### src/rtl/mole_pkg.sv
// rtl/mole_pkg.sv - shared states and constants for the whack-a-mole round sequencer
package mole_pkg;

    typedef enum logic [2:0] {
        ST_IDLE = 3'd0,
        ST_LEAD = 3'd1,
        ST_SHOW = 3'd2,
        ST_WAIT = 3'd3,
        ST_DONE = 3'd4
    } state_t;

    localparam logic [1:0] LVL_IDLE  = 2'd0;
    localparam logic [1:0] LVL_MAX   = 2'd3;
    localparam logic [5:0] SCORE_MAX = 6'd63;
    localparam logic [3:0] BTN_NONE  = 4'b1111;

    // Right-shift Galois mask for x^8 + x^6 + x^5 + x^4 + 1.
    localparam logic [7:0] LFSR_TAPS = 8'hB8;

    function automatic logic [3:0] onehot4(input logic [1:0] idx);
        return 4'b0001 << idx;
    endfunction

endpackage

### src/rtl/mole_lfsr.sv
// rtl/mole_lfsr.sv - free-running 8-bit Galois LFSR that picks mole positions
module mole_lfsr
    import mole_pkg::*;
(
    input  logic       clk,
    input  logic       reset,
    input  logic [7:0] seed,
    output logic [7:0] q
);

    logic [7:0] q_q;
    logic [7:0] q_d;

    always_comb begin
        q_d = {1'b0, q_q[7:1]};
        if (q_q[0]) begin
            q_d = q_d ^ LFSR_TAPS;
        end
    end

    always_ff @(posedge clk or posedge reset) begin
        if (reset) begin
            q_q <= seed;
        end else begin
            q_q <= q_d;
        end
    end

    assign q = q_q;

endmodule

### src/rtl/mole_round_sched.sv
// rtl/mole_round_sched.sv - whack-a-mole game sequencer: levels, mole timing, press judging, score
module mole_round_sched
    import mole_pkg::*;
#(
    parameter int         TICK_DIV      = 100000000,
    parameter int         L1_PERIOD     = 3,
    parameter int         L2_PERIOD     = 2,
    parameter int         L3_PERIOD     = 1,
    parameter int         MOLES_PER_LVL = 8,
    parameter logic [7:0] LFSR_SEED     = 8'hA5
) (
    input  logic       clk,
    input  logic       reset,
    input  logic       start,
    input  logic [3:0] button,
    output logic [3:0] mole_led,
    output logic [1:0] level,
    output logic [5:0] score,
    output logic       busy,
    output logic       done
);

    localparam int TW = (TICK_DIV > 1) ? $clog2(TICK_DIV) : 1;
    localparam int SW = (MOLES_PER_LVL > 1) ? $clog2(MOLES_PER_LVL) : 1;
    localparam logic [TW-1:0] TICK_LAST = TW'(TICK_DIV - 1);
    localparam logic [SW-1:0] SLOT_LAST = SW'(MOLES_PER_LVL - 1);

    state_t        state_q, state_d;
    logic [TW-1:0] tick_cnt_q, tick_cnt_d;
    logic [3:0]    slot_tick_q, slot_tick_d;
    logic [SW-1:0] slot_q, slot_d;
    logic [1:0]    level_q, level_d;
    logic [5:0]    score_q, score_d;
    logic [3:0]    mole_led_q, mole_led_d;
    logic          busy_q, busy_d;
    logic          done_q, done_d;
    logic [3:0]    btn_q, btn_d;
    logic [3:0]    btn_prev_q, btn_prev_d;

    logic [7:0] lfsr;
    logic       lfsr_unused;
    logic       running;
    logic       tick;
    logic       slot_end;
    logic       press_evt;
    logic       hit;
    logic [3:0] period_m1;
    logic [6:0] score_sum;

    mole_lfsr u_lfsr (
        .clk   (clk),
        .reset (reset),
        .seed  (LFSR_SEED),
        .q     (lfsr)
    );

    assign lfsr_unused = ^lfsr[7:2];

    always_comb begin
        case (level_q)
            2'd1:    period_m1 = 4'(L1_PERIOD - 1);
            2'd2:    period_m1 = 4'(L2_PERIOD - 1);
            default: period_m1 = 4'(L3_PERIOD - 1);
        endcase
        running   = state_q inside {ST_LEAD, ST_SHOW, ST_WAIT};
        tick      = running && (tick_cnt_q == TICK_LAST);
        slot_end  = (state_q == ST_SHOW || state_q == ST_WAIT) && tick && (slot_tick_q == period_m1);
        press_evt = (btn_prev_q == BTN_NONE) && (btn_q != BTN_NONE);
        hit       = (~btn_q == mole_led_q);
        score_sum = {1'b0, score_q} + {5'b0, level_q};
    end

    always_comb begin
        state_d     = state_q;
        slot_tick_d = slot_tick_q;
        slot_d      = slot_q;
        level_d     = level_q;
        score_d     = score_q;
        mole_led_d  = mole_led_q;
        busy_d      = busy_q;
        done_d      = 1'b0;
        btn_d       = button;
        btn_prev_d  = btn_q;
        tick_cnt_d  = (running && !tick) ? tick_cnt_q + 1'b1 : '0;

        case (state_q)
            ST_IDLE, ST_DONE: begin
                if (start) begin
                    state_d     = ST_LEAD;
                    score_d     = '0;
                    level_d     = 2'd1;
                    busy_d      = 1'b1;
                    slot_d      = '0;
                    slot_tick_d = '0;
                    tick_cnt_d  = '0;
                end
            end
            ST_LEAD: begin
                if (tick) begin
                    state_d     = ST_SHOW;
                    slot_d      = '0;
                    slot_tick_d = '0;
                    mole_led_d  = onehot4(lfsr[1:0]);
                end
            end
            ST_SHOW, ST_WAIT: begin
                // Judge the press first so a press on the slot-end edge still scores.
                if (state_q == ST_SHOW && press_evt) begin
                    if (hit) begin
                        score_d = (score_sum > {1'b0, SCORE_MAX}) ? SCORE_MAX : score_sum[5:0];
                    end
                    mole_led_d = '0;
                    state_d    = ST_WAIT;
                end
                if (tick) begin
                    slot_tick_d = slot_tick_q + 1'b1;
                end
                if (slot_end) begin
                    slot_tick_d = '0;
                    if (slot_q < SLOT_LAST) begin
                        slot_d     = slot_q + 1'b1;
                        state_d    = ST_SHOW;
                        mole_led_d = onehot4(lfsr[1:0]);
                    end else if (level_q < LVL_MAX) begin
                        level_d    = level_q + 1'b1;
                        slot_d     = '0;
                        state_d    = ST_SHOW;
                        mole_led_d = onehot4(lfsr[1:0]);
                    end else begin
                        state_d    = ST_DONE;
                        mole_led_d = '0;
                        level_d    = LVL_IDLE;
                        busy_d     = 1'b0;
                        done_d     = 1'b1;
                    end
                end
            end
            default: begin
                state_d = ST_IDLE;
            end
        endcase
    end

    always_ff @(posedge clk or posedge reset) begin
        if (reset) begin
            state_q     <= ST_IDLE;
            tick_cnt_q  <= '0;
            slot_tick_q <= '0;
            slot_q      <= '0;
            level_q     <= LVL_IDLE;
            score_q     <= '0;
            mole_led_q  <= '0;
            busy_q      <= 1'b0;
            done_q      <= 1'b0;
            btn_q       <= BTN_NONE;
            btn_prev_q  <= BTN_NONE;
        end else begin
            state_q     <= state_d;
            tick_cnt_q  <= tick_cnt_d;
            slot_tick_q <= slot_tick_d;
            slot_q      <= slot_d;
            level_q     <= level_d;
            score_q     <= score_d;
            mole_led_q  <= mole_led_d;
            busy_q      <= busy_d;
            done_q      <= done_d;
            btn_q       <= btn_d;
            btn_prev_q  <= btn_prev_d;
        end
    end

    assign mole_led = mole_led_q;
    assign level    = level_q;
    assign score    = score_q;
    assign busy     = busy_q;
    assign done     = done_q;

endmodule
### config.mk
export PLATFORM = sky130hd
export DESIGN_NAME = mole_round_sched
export DESIGN_NICKNAME = d
export VERILOG_FILES = /design/src/rtl/mole_pkg.sv /design/src/rtl/mole_lfsr.sv /design/src/rtl/mole_round_sched.sv
export SDC_FILE = /design/constraint.sdc
export NUM_CORES = 1
export LEC_CHECK = 0
export BUFFER_PORTS_ARGS = -buffer_cell sky130_fd_sc_hd__buf_2
export CELL_PAD_IN_SITES_DETAIL_PLACEMENT = 1
export CELL_PAD_IN_SITES_GLOBAL_PLACEMENT = 1
export CORE_MARGIN = 5
export CORE_UTILIZATION = 45
export CTS_BUF_LIST = sky130_fd_sc_hd__clkbuf_16
export DETAILED_ROUTE_END_ITERATION = 8
export GPL_ROUTABILITY_DRIVEN = 1
export PLACE_DENSITY = 0.84
export REMOVE_ABC_BUFFERS = 1
export SLEW_MARGIN = 0
export SYNTH_ARGS = -nofsm -noshare
export SYNTH_HDL_FRONTEND = slang
export SYNTH_SLANG_ARGS = --single-unit
export TNS_END_PERCENT = 5
### constraint.sdc
create_clock -name clk -period 6.8 [get_ports clk]
set_input_delay 1.02 -clock clk [delete_from_list [all_inputs] [get_ports clk]]
set_output_delay 1.02 -clock clk [all_outputs]
set_load 0.01 [all_outputs]
Yosys cells after proc, flatten, opt, wreduce, memory -nomap -nowiden
Cells that the tools add are included.

Register bits after elaboration: 67. Logic and storage cells: 114.

Equal/unequal tests: 21. Muxes and demuxes: 48. Add/sub/neg operators: 5. Reductions and logical operators: 22. Shift-type cells: 1. Bitwise operators: 2. Order comparisons: 3.

Operators by type and width (count): 27-bit two-way mux (3); 4-bit two-way mux (9); 3-bit two-way mux (11); 27-bit by 1-bit adder with 27-bit output (second input constant) (1); 27-bit equality test (second input constant) (1); 6-bit two-way mux (4); 3-bit case mux with 3 select lines (2); 2-bit != test (second input constant) (7); 4-bit case mux with 3 select lines (1); 6-bit case mux with 2 select lines (1); 4-bit AND reduction (3); 5-bit AND reduction (2); 3-bit != test (second input constant) (3); 4-bit equality test (2); 1-bit two-way mux (8); 2-bit two-way mux (4); 8-bit two-way mux (1); 2-bit case mux with 2 select lines (2); 4-bit case mux with 2 select lines (1); 6-bit by 2-bit adder with 7-bit output (1); 7-bit by 6-bit greater-than comparator with 1-bit output (second input constant) (1); 3-bit by 2-bit equality test with 1-bit output (second input constant) (2); 1-bit logical AND (6); 3-bit AND reduction (2); other kinds (21) (24).

Logic depth before layout (Yosys ltp)
Gate-level depths: netlist (run 1).

Depth after elaboration: 8. Mapped depth: 8. Gate-level depth less buffers: 7.

Worst setup path before layout (run 1)
OpenSTA, ideal clock, no wires.

Path type: flip-flop to flip-flop. Start point: register tick_cnt_q[8]. End point: register mole_led_q[2] (netlist: mole_led[2]). Path buffers: 0. Data arrival time: 2.169 ns. Required time: 6.672 ns. Stages on the path, launching flop included: 6. Slack: 4.503 ns. Clock period less this slack: 2.297 ns. Cells stage by stage: dfrtp_1 -> or4b_4 -> or3_4 -> nor4_4 -> a31oi_2 -> mux2_1.

Cells in the longest elaborated chain, start to end: 6.

Ends and longest elaborated chain: from (decl) (RTL line mole_round_sched.sv:29) `logic [TW-1:0] tick_cnt_q, tick_cnt_d;`; from (signal assigned) (RTL line mole_round_sched.sv:159) `tick_cnt_q <= tick_cnt_d;`; 27-bit equality test (*) (RTL line mole_round_sched.sv:66) `tick = running && (tick_cnt_q == TICK_LAST);`; 1-bit logical AND (*) (RTL line mole_round_sched.sv:66); 1-bit logical AND (2 in a row) (RTL line mole_round_sched.sv:67) `slot_end = (state_q == ST_SHOW || state_q == ST_WAIT) && tick && (slot_tick_q == period_m1);`; 3-bit != test (no line) or 4-bit two-way mux (tied branches); 3-bit AND reduction (no line) or 4-bit case mux with 2 select lines (tied branches); to (signal assigned) (RTL line mole_round_sched.sv:164) `mole_led_q <= mole_led_d;`; to (decl) (RTL line mole_round_sched.sv:34) `logic [3:0] mole_led_q, mole_led_d;`.

Every way passes the cells marked *; elsewhere a longest branch is shown, timed or not. A chain may end at the register's enable or synchronous reset.

Final worst setup path (run 1)
Start point: register tick_cnt_q[9]. End point: register mole_led_q[2] (netlist: mole_led[2]).

Same word-level chain as after synthesis.

==> results of run 1 <==
## registers in the layout, indices dropped and copies added, names as in the netlist
signal	flops
done	1
tick_cnt_q	27
slot_tick_q	4
busy	1
btn_prev_d	4
score	6
mole_led	4
level	2
state_q	3
slot_q	3
u_lfsr.q	8
btn_prev_q	4
## worst max-delay path by stage
stage                       start              to  slack [ns]
floorplan                   reset            busy        4.12
global placement    tick_cnt_q[8]     mole_led[2]        4.33
detailed placement          start  slot_tick_q[3]        4.14
CTS                 tick_cnt_q[9]     mole_led[2]        4.26
global route        tick_cnt_q[9]   tick_cnt_q[3]        4.08
finish              tick_cnt_q[9]     mole_led[2]        4.25
## cell families (layout without fill, tap and decap cells)
logic type	Yosys count	after routing
fa+ha+maj	9	9
mux	6	6
flops	67	67
xor+xnor	35	35
buf+inv	16	48
simple gates	148	148
compound gates	29	29
## power groups by stage
stage,Clock (uW),Sequential (uW),Combinational (uW)
after floorplan,0,444,45.1
after global placement,0,446,60.3
after detailed placement,0,449,65.3
after CTS,501,442,65.9
after global routing,523,445,74.6
final,494,442,64.6
## area by class of cell
class	count	area (sq um)
clock buffers	9	225
multi-input cells	227	1510
inverters	11	41.3
flip-flops and latches	67	1690
repair buffers	21	108
clock inverters	7	92.6
fillers	815	3350
well taps	99	124
## per-stage QoR
step	cell area, sq um	total power (uW)	utilization	cells	setup WS, ns
floorplan	3240	489	-	305	4.12
global placement	3470	507	0.486	425	4.33
detailed placement	3470	514	0.486	425	4.14
CTS	3790	1010	0.531	441	4.26
global route	3790	1040	0.531	441	4.08
finish	3790	1000	0.531	441	4.25
## cells in the final DEF (no fill, tap or decap), drive strengths merged, types with 11 or more instances in the layout
master   n
buf     21
dfrtp   55
dfstp   12
inv     11
nand2   24
nand3   16
nor2    34
nor3    17
xnor2   19
xor2    16
## metal layers
layer	GRT usage	vias up
li1	-	1160
met1	0.241	1275
met2	0.303	39
met3	0.0450	8
met4	0.0721	0
met5	0	-
==> impl_metrics.ini, run 1 <==
[timing]
timing.final.crit_share = 0.375
worst_clock_skew_ns = 0.00705
finalHoldWorstSlack_ns = 0.361
report.final.hold_viol_count = 0
setup_tns_after_final_layout_ns = 0
rsz0062_at_grt = false
maxSlewHeadroom = 0.244
fin_max_slew_vios = 0
setup_viol = 0
final.min_clock_period_ns = 2.55
achievable-frequency_mhz = 393
tightest_slew_ns = 1.12

[critical_path]
timing.critical_path.depth = 5
reg2reg_setup_slack_ns = 4.25
timing.rr.end = mole_led[2]
critical-path-top-delay-family = simple AND/OR/NAND/NOR gates
slowest_stage = sky130_fd_sc_hd__or4_1
path_max_fanout = 6
cp_data_arrival_time_ns = 2.76
cp-start-kind = flop
worstSetupEndpointType = flop
reg2reg_depth = 5
timing.critical_path.cells = or4_1 -> or3_4 -> nor4_4 -> a31oi_2 -> mux2_1
critical_path.reg2reg.startpoint = tick_cnt_q[9]
timing.critical_path.buf_inv = 0
critical_path_required_ns = 7.01
timing.critical_path.slowest_cell_delay_ns = 0.62
setup.worst_path.class = flop to flop

[clock_tree]
tritoncts = built
cts.path.max_buffers = 2
cts_resized = 0
clock_tree.htree_level_count = 3
clk_root_buffer_cell = sky130_fd_sc_hd__clkbuf_16
clock_sinks = 67
cts_setup_buffers = 0
cts_buffers = 9
hold_buffers = 0
worstSkewPairLatency_ns = 0.33
clock_pin_slew_on_the_worst_setup_and_hold_paths_ns = 0.06

[routing]
avgViaCountPerCell = 5.63
met3WireLength_um = 224
route.detailed.drc = 0
met1_length_mm = 3.49
topRoutingLayerUsed = met4
antenna_violating_nets_post_route = 0
dr_wl_met2_mm = 4.00
via_count = 2482
firstDrtPassIters = 4
drt_iter0_markers = 90
route.detailed.wl_per_inst_um = 17.8
route.final.wire_length_mm = 7.83

[placement]
buffer_ports.inserted = 20
finalWeightedCongestion = 0.809
dp_hpwl_mm = 5.25

[floorplan]
ioPinCount = 21
die_height_um = 95.1
design.die.area_sq_um = 9040
chipWidth_um = 95.1
placeable_core_region_sq_um = 7140
initial_utilization = 0.456
placementRows = 31

[power]
power_per_cell_area_nw_per_um2 = 264
vdd_drop_max_uv = 159
power.sequential.fraction = 0.442
part_of_the_total_power_dissipated_in_the_clock_network = 0.493
combPwrFrac = 0.065
internal_power_uw = 766
swShare = 0.235
total_switching_power_uw = 235
total_leakage_power_uw = 0.00170

[synth]
leading_register_cell_type_out_of_synthesis = sky130_fd_sc_hd__dfrtp_1
yosys-top-cells-count = 55 x sky130_fd_sc_hd__dfrtp_1, 34 x sky130_fd_sc_hd__nor2_1, 24 x sky130_fd_sc_hd__nand2_1
synth-compound-area-share = 0.0580
multiplexer_area_fraction_after_synthesis = 0.0200
syn-mean-instance-area_sq_um = 10.5
synth-xor-area-share = 0.0941
seq_area_frac_synth = 0.519
post_synth_inst_count = 310
synthesis.yosys.warnings = 0
seq_cells_post_synth = 67
netlist-cell-type-count = 48
netlist_top_cells_area = sky130_fd_sc_hd__dfrtp_1 42%, sky130_fd_sc_hd__dfstp_2 9.7%, sky130_fd_sc_hd__xnor2_1 5.1%, sky130_fd_sc_hd__xor2_1 4.3%, sky130_fd_sc_hd__nor2_1 3.9%
area_share_of_fa_ha_maj_cells_after_synthesis = 0.0369
synth_edf_count = 0
synth_top_area_cell = sky130_fd_sc_hd__dfrtp_1
synth.cell_area_sq_um = 3260
synth_top_area_share = 0.423
ys_async_sr_fraction = 1.00
synth_top_family_by_area = simple AND/OR/NAND/NOR gates
basic_gate_share_of_the_synthesized_area_counting_and_or_nand_and_nor_cells = 0.253
post-synth-top-count-cell = sky130_fd_sc_hd__dfrtp_1

[flow_run]
maxCapViolations = 0

[final_layout]
n_antenna_cell = 0
syn2layout_area_growth_pct = 16.3
final_nets = 353
drive_gt1_frac = 0.175

[grt]
globalRoute.totalOverflow = 0
grt_first_pass_wirelength_mm = 12.9
track_usage = 0.187
grt_pass1_vias = 2563
number_of_antenna_violations_at_the_first_check_in_global_routing = 0
grt_max_degree = 68

[run_status]
status = finished, final reports clean

[min_path]
whs_endpoint = u_lfsr.q[2]
worst_hold_check_path_type = flop to flop
hold_path_depth = 0
hp-start = u_lfsr.q[3]
No activity file was read; power rests on OpenSTA's default activity.
==> run 2: changes to the inputs <==
--- a/config.mk
+++ b/config.mk
@@ -9,7 +9,7 @@
 export CELL_PAD_IN_SITES_DETAIL_PLACEMENT = 1
 export CELL_PAD_IN_SITES_GLOBAL_PLACEMENT = 1
 export CORE_MARGIN = 5
-export CORE_UTILIZATION = 45
+export CORE_UTILIZATION = 43
 export CTS_BUF_LIST = sky130_fd_sc_hd__clkbuf_16
 export DETAILED_ROUTE_END_ITERATION = 8
 export GPL_ROUTABILITY_DRIVEN = 1
==> constraint.sdc (replaced) <==
create_clock -name clk -period 2.2 [get_ports clk]
set_input_delay 0.33 -clock clk [delete_from_list [all_inputs] [get_ports clk]]
set_output_delay 0.33 -clock clk [all_outputs]
set_load 0.01 [all_outputs]
==> run 2 against run 1 <==
The run now ends with setup timing left. Critical path depth rose by 1. Worst hold slack worse by 0.30 ns. Worst setup slack worse by 4.4 ns. Critical path type unchanged.
==> impl_metrics.ini, run 2 (synthesized netlist as in run 1, its figures left out) <==
[routing]
antenna_violating_nets_post_route = 0
drt_iter0_markers = 139
route.final.wire_length_mm = 9.50
avgViaCountPerCell = 5.79
via_count = 2741
firstDrtPassIters = 4
route.detailed.drc = 0
route.detailed.wl_per_inst_um = 20.1

[power]
total_switching_power_uw = 728
internal_power_uw = 2140
part_of_the_total_power_dissipated_in_the_clock_network = 0.443
vdd_drop_max_uv = 695
power_per_cell_area_nw_per_um2 = 704
total_power_uw = 2870
swShare = 0.254
total_leakage_power_uw = 0.00187
power.sequential.fraction = 0.479
combPwrFrac = 0.079

[floorplan]
design.die.area_sq_um = 9410
placementRows = 31
chipWidth_um = 97.0
ioPinCount = 21
placeable_core_region_sq_um = 7330
initial_utilization = 0.444
die_height_um = 97.0

[timing]
post-route-worst-setup-slack_ns = -0.168
maxSlewHeadroom = 0.637
setup_viol = 7
rsz0062_at_grt = true
final.min_clock_period_ns = 2.37
fin_max_slew_vios = 0
achievable-frequency_mhz = 422
timing.final.crit_share = 1.08
worst_clock_skew_ns = 0.00731
tightest_slew_ns = 0.539
report.final.hold_viol_count = 0

[run_status]
status = complete, but fails checks
failed_checks = setup timing

[final_layout]
most-common-layout-cells = 54 x sky130_fd_sc_hd__dfrtp_1, 34 x sky130_fd_sc_hd__nor2_1, 30 x sky130_fd_sc_hd__buf_4
n_antenna_cell = 0
commonest_non_fill_non_tap_cell_in_the_layout = sky130_fd_sc_hd__dfrtp_1
largest_reg_flops = 27
final_nets = 385
utilization = 0.556
regMostFlops = tick_cnt_q
drive_gt1_frac = 0.267
syn2layout_area_growth_pct = 25.2

[grt]
grt_pass1_vias = 3000
grt_max_degree = 68
track_usage = 0.209
grt_first_pass_wirelength_mm = 15.5
globalRoute.totalOverflow = 0
number_of_antenna_violations_at_the_first_check_in_global_routing = 0

[critical_path]
critical_path.reg2reg.startpoint = tick_cnt_q[8]
cp_data_arrival_time_ns = 2.58
timing.critical_path.cells = or4b_4 -> or3_4 -> nor4_4 -> buf_4 -> a21oi_1 -> a211o_1
critical-path-top-delay-family = simple AND/OR/NAND/NOR gates
crit_path_start = tick_cnt_q[8]
timing.critical_path.slowest_cell_delay_ns = 0.57
worstSetupEndpointType = flop
path_max_fanout = 2
critical_path_required_ns = 2.41
timing.critical_path.buf_inv = 1
slowest_stage = sky130_fd_sc_hd__or4b_4
cp-start-kind = flop
setup.worst_path.class = flop to flop

[placement]
buffer_ports.inserted = 20
finalWeightedCongestion = 0.876
dp_hpwl_mm = 6.06

[min_path]
worst_hold_check_path_type = input port to asynchronous set/reset pin

[clock_tree]
worstSkewPairLatency_ns = 0.33
cts_buffers = 9
clock_tree.htree_level_count = 3
clock_sinks = 67
cts.path.max_buffers = 2
clock_pin_slew_on_the_worst_setup_and_hold_paths_ns = 0.06
clk_root_buffer_cell = sky130_fd_sc_hd__clkbuf_16
tritoncts = built

[flow_run]
maxCapViolations = 0
## run 2: path summary, 6_finish.rpt
check                                       to  slack (ns)  cells after the start
worst max-delay path                state_q[0]       -0.17                      6
worst min-delay path            tick_cnt_q[20]        0.07                      3
worst max register to register      state_q[0]       -0.17                      6
worst min register to register     u_lfsr.q[2]        0.35                      0
max in group asynchronous        btn_prev_q[2]        1.82                      3
min in group clk                 btn_prev_d[0]        0.09                      1
## run 2: power by group through the flow
stage | clock network [uW] | registers [uW] | logic, uW
floorplan | 0 | 1370 | 139
global placement | 0 | 1380 | 202
detailed placement | 0 | 1390 | 216
CTS | 1290 | 1370 | 224
global route | 1360 | 1380 | 254
finish | 1270 | 1370 | 225
## run 2: area by class of cell
cell class	count	area, sq um
well taps	99	124
clock buffers	9	225
fillers	807	3250
clock inverters	7	36.3
flip-flops and latches	67	1690
multi-input cells	227	1580
repair buffers	53	377
inverters	11	41.3
## run 2: metal layers
layer  vias up  global-route usage  share of wire
met5         -                   0              0
met4         0               0.107          0.041
met3        38              0.0532          0.040
met2        80               0.365           0.52
met1      1395               0.236           0.40
li1       1228                   -              -
## run 2: tightest hold or removal path, cell delays in order
cell and delay [ns]:
sky130_fd_sc_hd__buf_2 0.10, sky130_fd_sc_hd__inv_2 0.06, sky130_fd_sc_hd__buf_12 0.31
## run 2: through the flow
stage	setup WS, ns	hold slack, ns	TNS, ns	cells	instance area (sq um)
detailed placement	-0.130	0.342	-0.548	455	3720
CTS	-0.183	0.0799	-1.07	473	4030
global route	-0.184	0.0863	-1.30	473	4080
global placement	0.0123	0.340	0	455	3720
floorplan	-0.0970	0.333	-0.273	305	3240
finish	-0.168	0.0658	-1.04	473	4080
## run 2: timing repair
action,4_1_cts,5_1_grt
setup buffers,2,0
resized for setup,7,8
pin swaps,6,6
endpoints found under the setup margin,32,15
hold buffers,0,0
==> run 3: changes to the inputs <==
--- a/config.mk
+++ b/config.mk
@@ -5,11 +5,12 @@
 export SDC_FILE = /design/constraint.sdc
 export NUM_CORES = 1
 export LEC_CHECK = 0
+export ABC_AREA = 1
 export BUFFER_PORTS_ARGS = -buffer_cell sky130_fd_sc_hd__buf_2
 export CELL_PAD_IN_SITES_DETAIL_PLACEMENT = 1
 export CELL_PAD_IN_SITES_GLOBAL_PLACEMENT = 1
 export CORE_MARGIN = 5
-export CORE_UTILIZATION = 43
+export CORE_UTILIZATION = 41
 export CTS_BUF_LIST = sky130_fd_sc_hd__clkbuf_16
 export DETAILED_ROUTE_END_ITERATION = 8
 export GPL_ROUTABILITY_DRIVEN = 1
==> run 3 against run 2 <==
The flow now finishes without violations. Clock skew increased by 0.00093 ns. Worst setup slack improved by 0.43 ns. Count of clock-buffer cells in the layout did not move. Critical path depth rose by 4. Flip-flop and latch count unchanged. Fmax grew 22%. Routed wire length rose by 2.5%. Final area is 4.9% higher. Highest routed layer unchanged.
==> impl_metrics.ini, run 3 <==
[synth]
netlist_top_cells_area = sky130_fd_sc_hd__dfrtp_1 37%, sky130_fd_sc_hd__nand2_1 12%, sky130_fd_sc_hd__dfstp_2 8.6%, sky130_fd_sc_hd__nor2_1 7.2%, sky130_fd_sc_hd__inv_1 5.9%
netlist-cell-type-count = 32
yosys-top-cells-count = 113 x sky130_fd_sc_hd__nand2_1, 71 x sky130_fd_sc_hd__nor2_1, 58 x sky130_fd_sc_hd__inv_1
seq_area_frac_synth = 0.460
seq_cells_post_synth = 67
synthesis.yosys.warnings = 0
synth.cell_area_sq_um = 3680
post_synth_inst_count = 468
synth_edf_count = 0
post-synth-top-count-cell = sky130_fd_sc_hd__nand2_1
ys_async_sr_fraction = 1.00
syn-mean-instance-area_sq_um = 7.86
leading_register_cell_type_out_of_synthesis = sky130_fd_sc_hd__dfrtp_1
synth_top_area_cell = sky130_fd_sc_hd__dfrtp_1
synth_top_area_share = 0.374

[critical_path]
cp-start-kind = flop
reg2reg_depth = 10
worstSetupEndpointType = flop
critical_path.reg2reg.startpoint = level[1]
cp_data_arrival_time_ns = 2.14
path_max_fanout = 7
timing.rr.end = state_q[1]
setup.worst_path.class = flop to flop
reg2reg_setup_slack_ns = 0.26
critical_path_required_ns = 2.40

[final_layout]
largest_reg_flops = 27
fillers = 1054
syn2layout_area_growth_pct = 16.3
commonest_non_fill_non_tap_cell_in_the_layout = sky130_fd_sc_hd__nand2_1
multi_input_gate_area_sq_um = 1730
final_cell_count_no_fill = 615
utilization = 0.491
layout.area.seq_sq_um = 1690
regMostFlops = tick_cnt_q
n_antenna_cell = 0
drive_gt1_frac = 0.154
final_nets = 518
most-common-layout-cells = 113 x sky130_fd_sc_hd__nand2_1, 71 x sky130_fd_sc_hd__nor2_1, 57 x sky130_fd_sc_hd__inv_1
final_instance_area_sq_um = 4280

[routing]
avgViaCountPerCell = 5.20
via_count = 3200
route.detailed.wl_per_inst_um = 15.8
firstDrtPassIters = 4
drt_iter0_markers = 108
route.detailed.drc = 0
antenna_violating_nets_post_route = 0
route.final.wire_length_mm = 9.74

[timing]
achievable-frequency_mhz = 517
final.min_clock_period_ns = 1.94
setup_tns_after_final_layout_ns = 0
rsz0062_at_grt = false
fin_max_slew_vios = 0
timing.final.crit_share = 0.880
maxSlewHeadroom = 0.629
tightest_slew_ns = 0.556
report.final.hold_viol_count = 0
setup_viol = 0
worst_clock_skew_ns = 0.00823

[floorplan]
design.die.area_sq_um = 11000
chipWidth_um = 105
die_height_um = 105
placeable_core_region_sq_um = 8720
initial_utilization = 0.422
ioPinCount = 21
placementRows = 34

[power]
internal_power_uw = 2660
combPwrFrac = 0.207
total_leakage_power_uw = 0.00214
vdd_drop_max_uv = 569
power.sequential.fraction = 0.416
swShare = 0.330
power_per_cell_area_nw_per_um2 = 927
total_switching_power_uw = 1310
part_of_the_total_power_dissipated_in_the_clock_network = 0.377

[clock_tree]
cts_resized = 0
cts.path.max_buffers = 2
cts_buffers = 9
hold_buffers = 0
clock_tree.htree_level_count = 3
clock_sinks = 67
clk_root_buffer_cell = sky130_fd_sc_hd__clkbuf_16
clock_pin_slew_on_the_worst_setup_and_hold_paths_ns = 0.06
worstSkewPairLatency_ns = 0.33
tritoncts = built
cts_setup_buffers = 0

[placement]
dp_hpwl_mm = 7.25
placement.cell_area_sq_um = 3970
buffer_ports.inserted = 20
finalWeightedCongestion = 0.944
placed_cells_incl_taps = 599

[grt]
grt_max_degree = 45
grt_pass1_vias = 3349
number_of_antenna_violations_at_the_first_check_in_global_routing = 0
track_usage = 0.183
globalRoute.totalOverflow = 0
grt_first_pass_wirelength_mm = 16.4

[run_status]
status = finished, final reports clean

[flow_run]
maxCapViolations = 0

[min_path]
worst_hold_check_path_type = input port to asynchronous set/reset pin
[run 3: cell types whose count changed after synthesis, sizes merged, moves of 5 or more]
cell,previous run,this run
nor2,34,78
inv,11,62
nand2,24,119
o21ai,6,17
nand3,16,36
and4,7,0
and3,8,2
xnor2,19,10
nor4,8,3
[run 3: per-stage QoR]
stage	hold WS, ns	total power, uW	worst slack (ns)
after floorplan	0.333	2200	0.207
after global placement	0.339	2430	0.335
after detailed placement	0.342	2500	0.261
after CTS	0.0676	4010	0.238
after global routing	0.0784	4200	0.0416
final	0.0458	3970	0.265
[run 3: logic make-up (layout without fill, tap and decap cells)]
logic type      after synthesis  in the layout  share of synthesized area
fa+ha+maj                     9              9                     0.0326
buf+inv                      67            106                     0.0707
simple gates                266            266                      0.320
compound gates               32             32                     0.0524
flops                        67             67                      0.460
xor+xnor                     27             27                     0.0643
[run 3: worst max-delay path by stage]
stage	start	end	slack, ns	depth (start not counted)
after global routing	tick_cnt_q[0]	slot_tick_q[3]	0.04	11
after floorplan	reset	busy	0.21	1
after detailed placement	level[1]	state_q[1]	0.26	10
final	level[1]	state_q[1]	0.26	10
after CTS	level[1]	state_q[1]	0.24	10
after global placement	level[0]	slot_q[1]	0.34	10
[run 3: power groups by stage]
stage | clock network [uW] | logic [uW] | registers, uW
finish | 1490 | 821 | 1650
global route | 1580 | 937 | 1680
CTS | 1530 | 837 | 1650
detailed placement | 0 | 825 | 1670
floorplan | 0 | 560 | 1640
global placement | 0 | 780 | 1650
[run 3: layout make-up]
class,instances,share of cell area
Tap cell,108,0.0316
Timing Repair Buffer,27,0.0415
Multi-Input combinational cell,334,0.404
Sequential cell,67,0.395
Inverter,63,0.0553
Clock inverter,7,0.0196
Clock buffer,9,0.0526
[run 3: critical path: stages, from the launching register on]
cell	delay, ns
sky130_fd_sc_hd__dfrtp_1	0.51
sky130_fd_sc_hd__inv_1	0.08
sky130_fd_sc_hd__ha_1	0.20
sky130_fd_sc_hd__xnor2_1	0.15
sky130_fd_sc_hd__nand2_1	0.10
sky130_fd_sc_hd__nor2_2	0.17
sky130_fd_sc_hd__nand3_4	0.15
sky130_fd_sc_hd__inv_1	0.14
sky130_fd_sc_hd__nand2_1	0.12
sky130_fd_sc_hd__nand2_1	0.10
sky130_fd_sc_hd__o21ai_0	0.10
[run 3: layer usage]
metal | GRT usage | routed length, um | vias to the layer above
met2 | 0.302 | 4820 | 62
met5 | 0 | 0 | -
met4 | 0.0667 | 198 | 0
li1 | - | - | 1550
met1 | 0.237 | 4280 | 1569
met3 | 0.0388 | 442 | 19
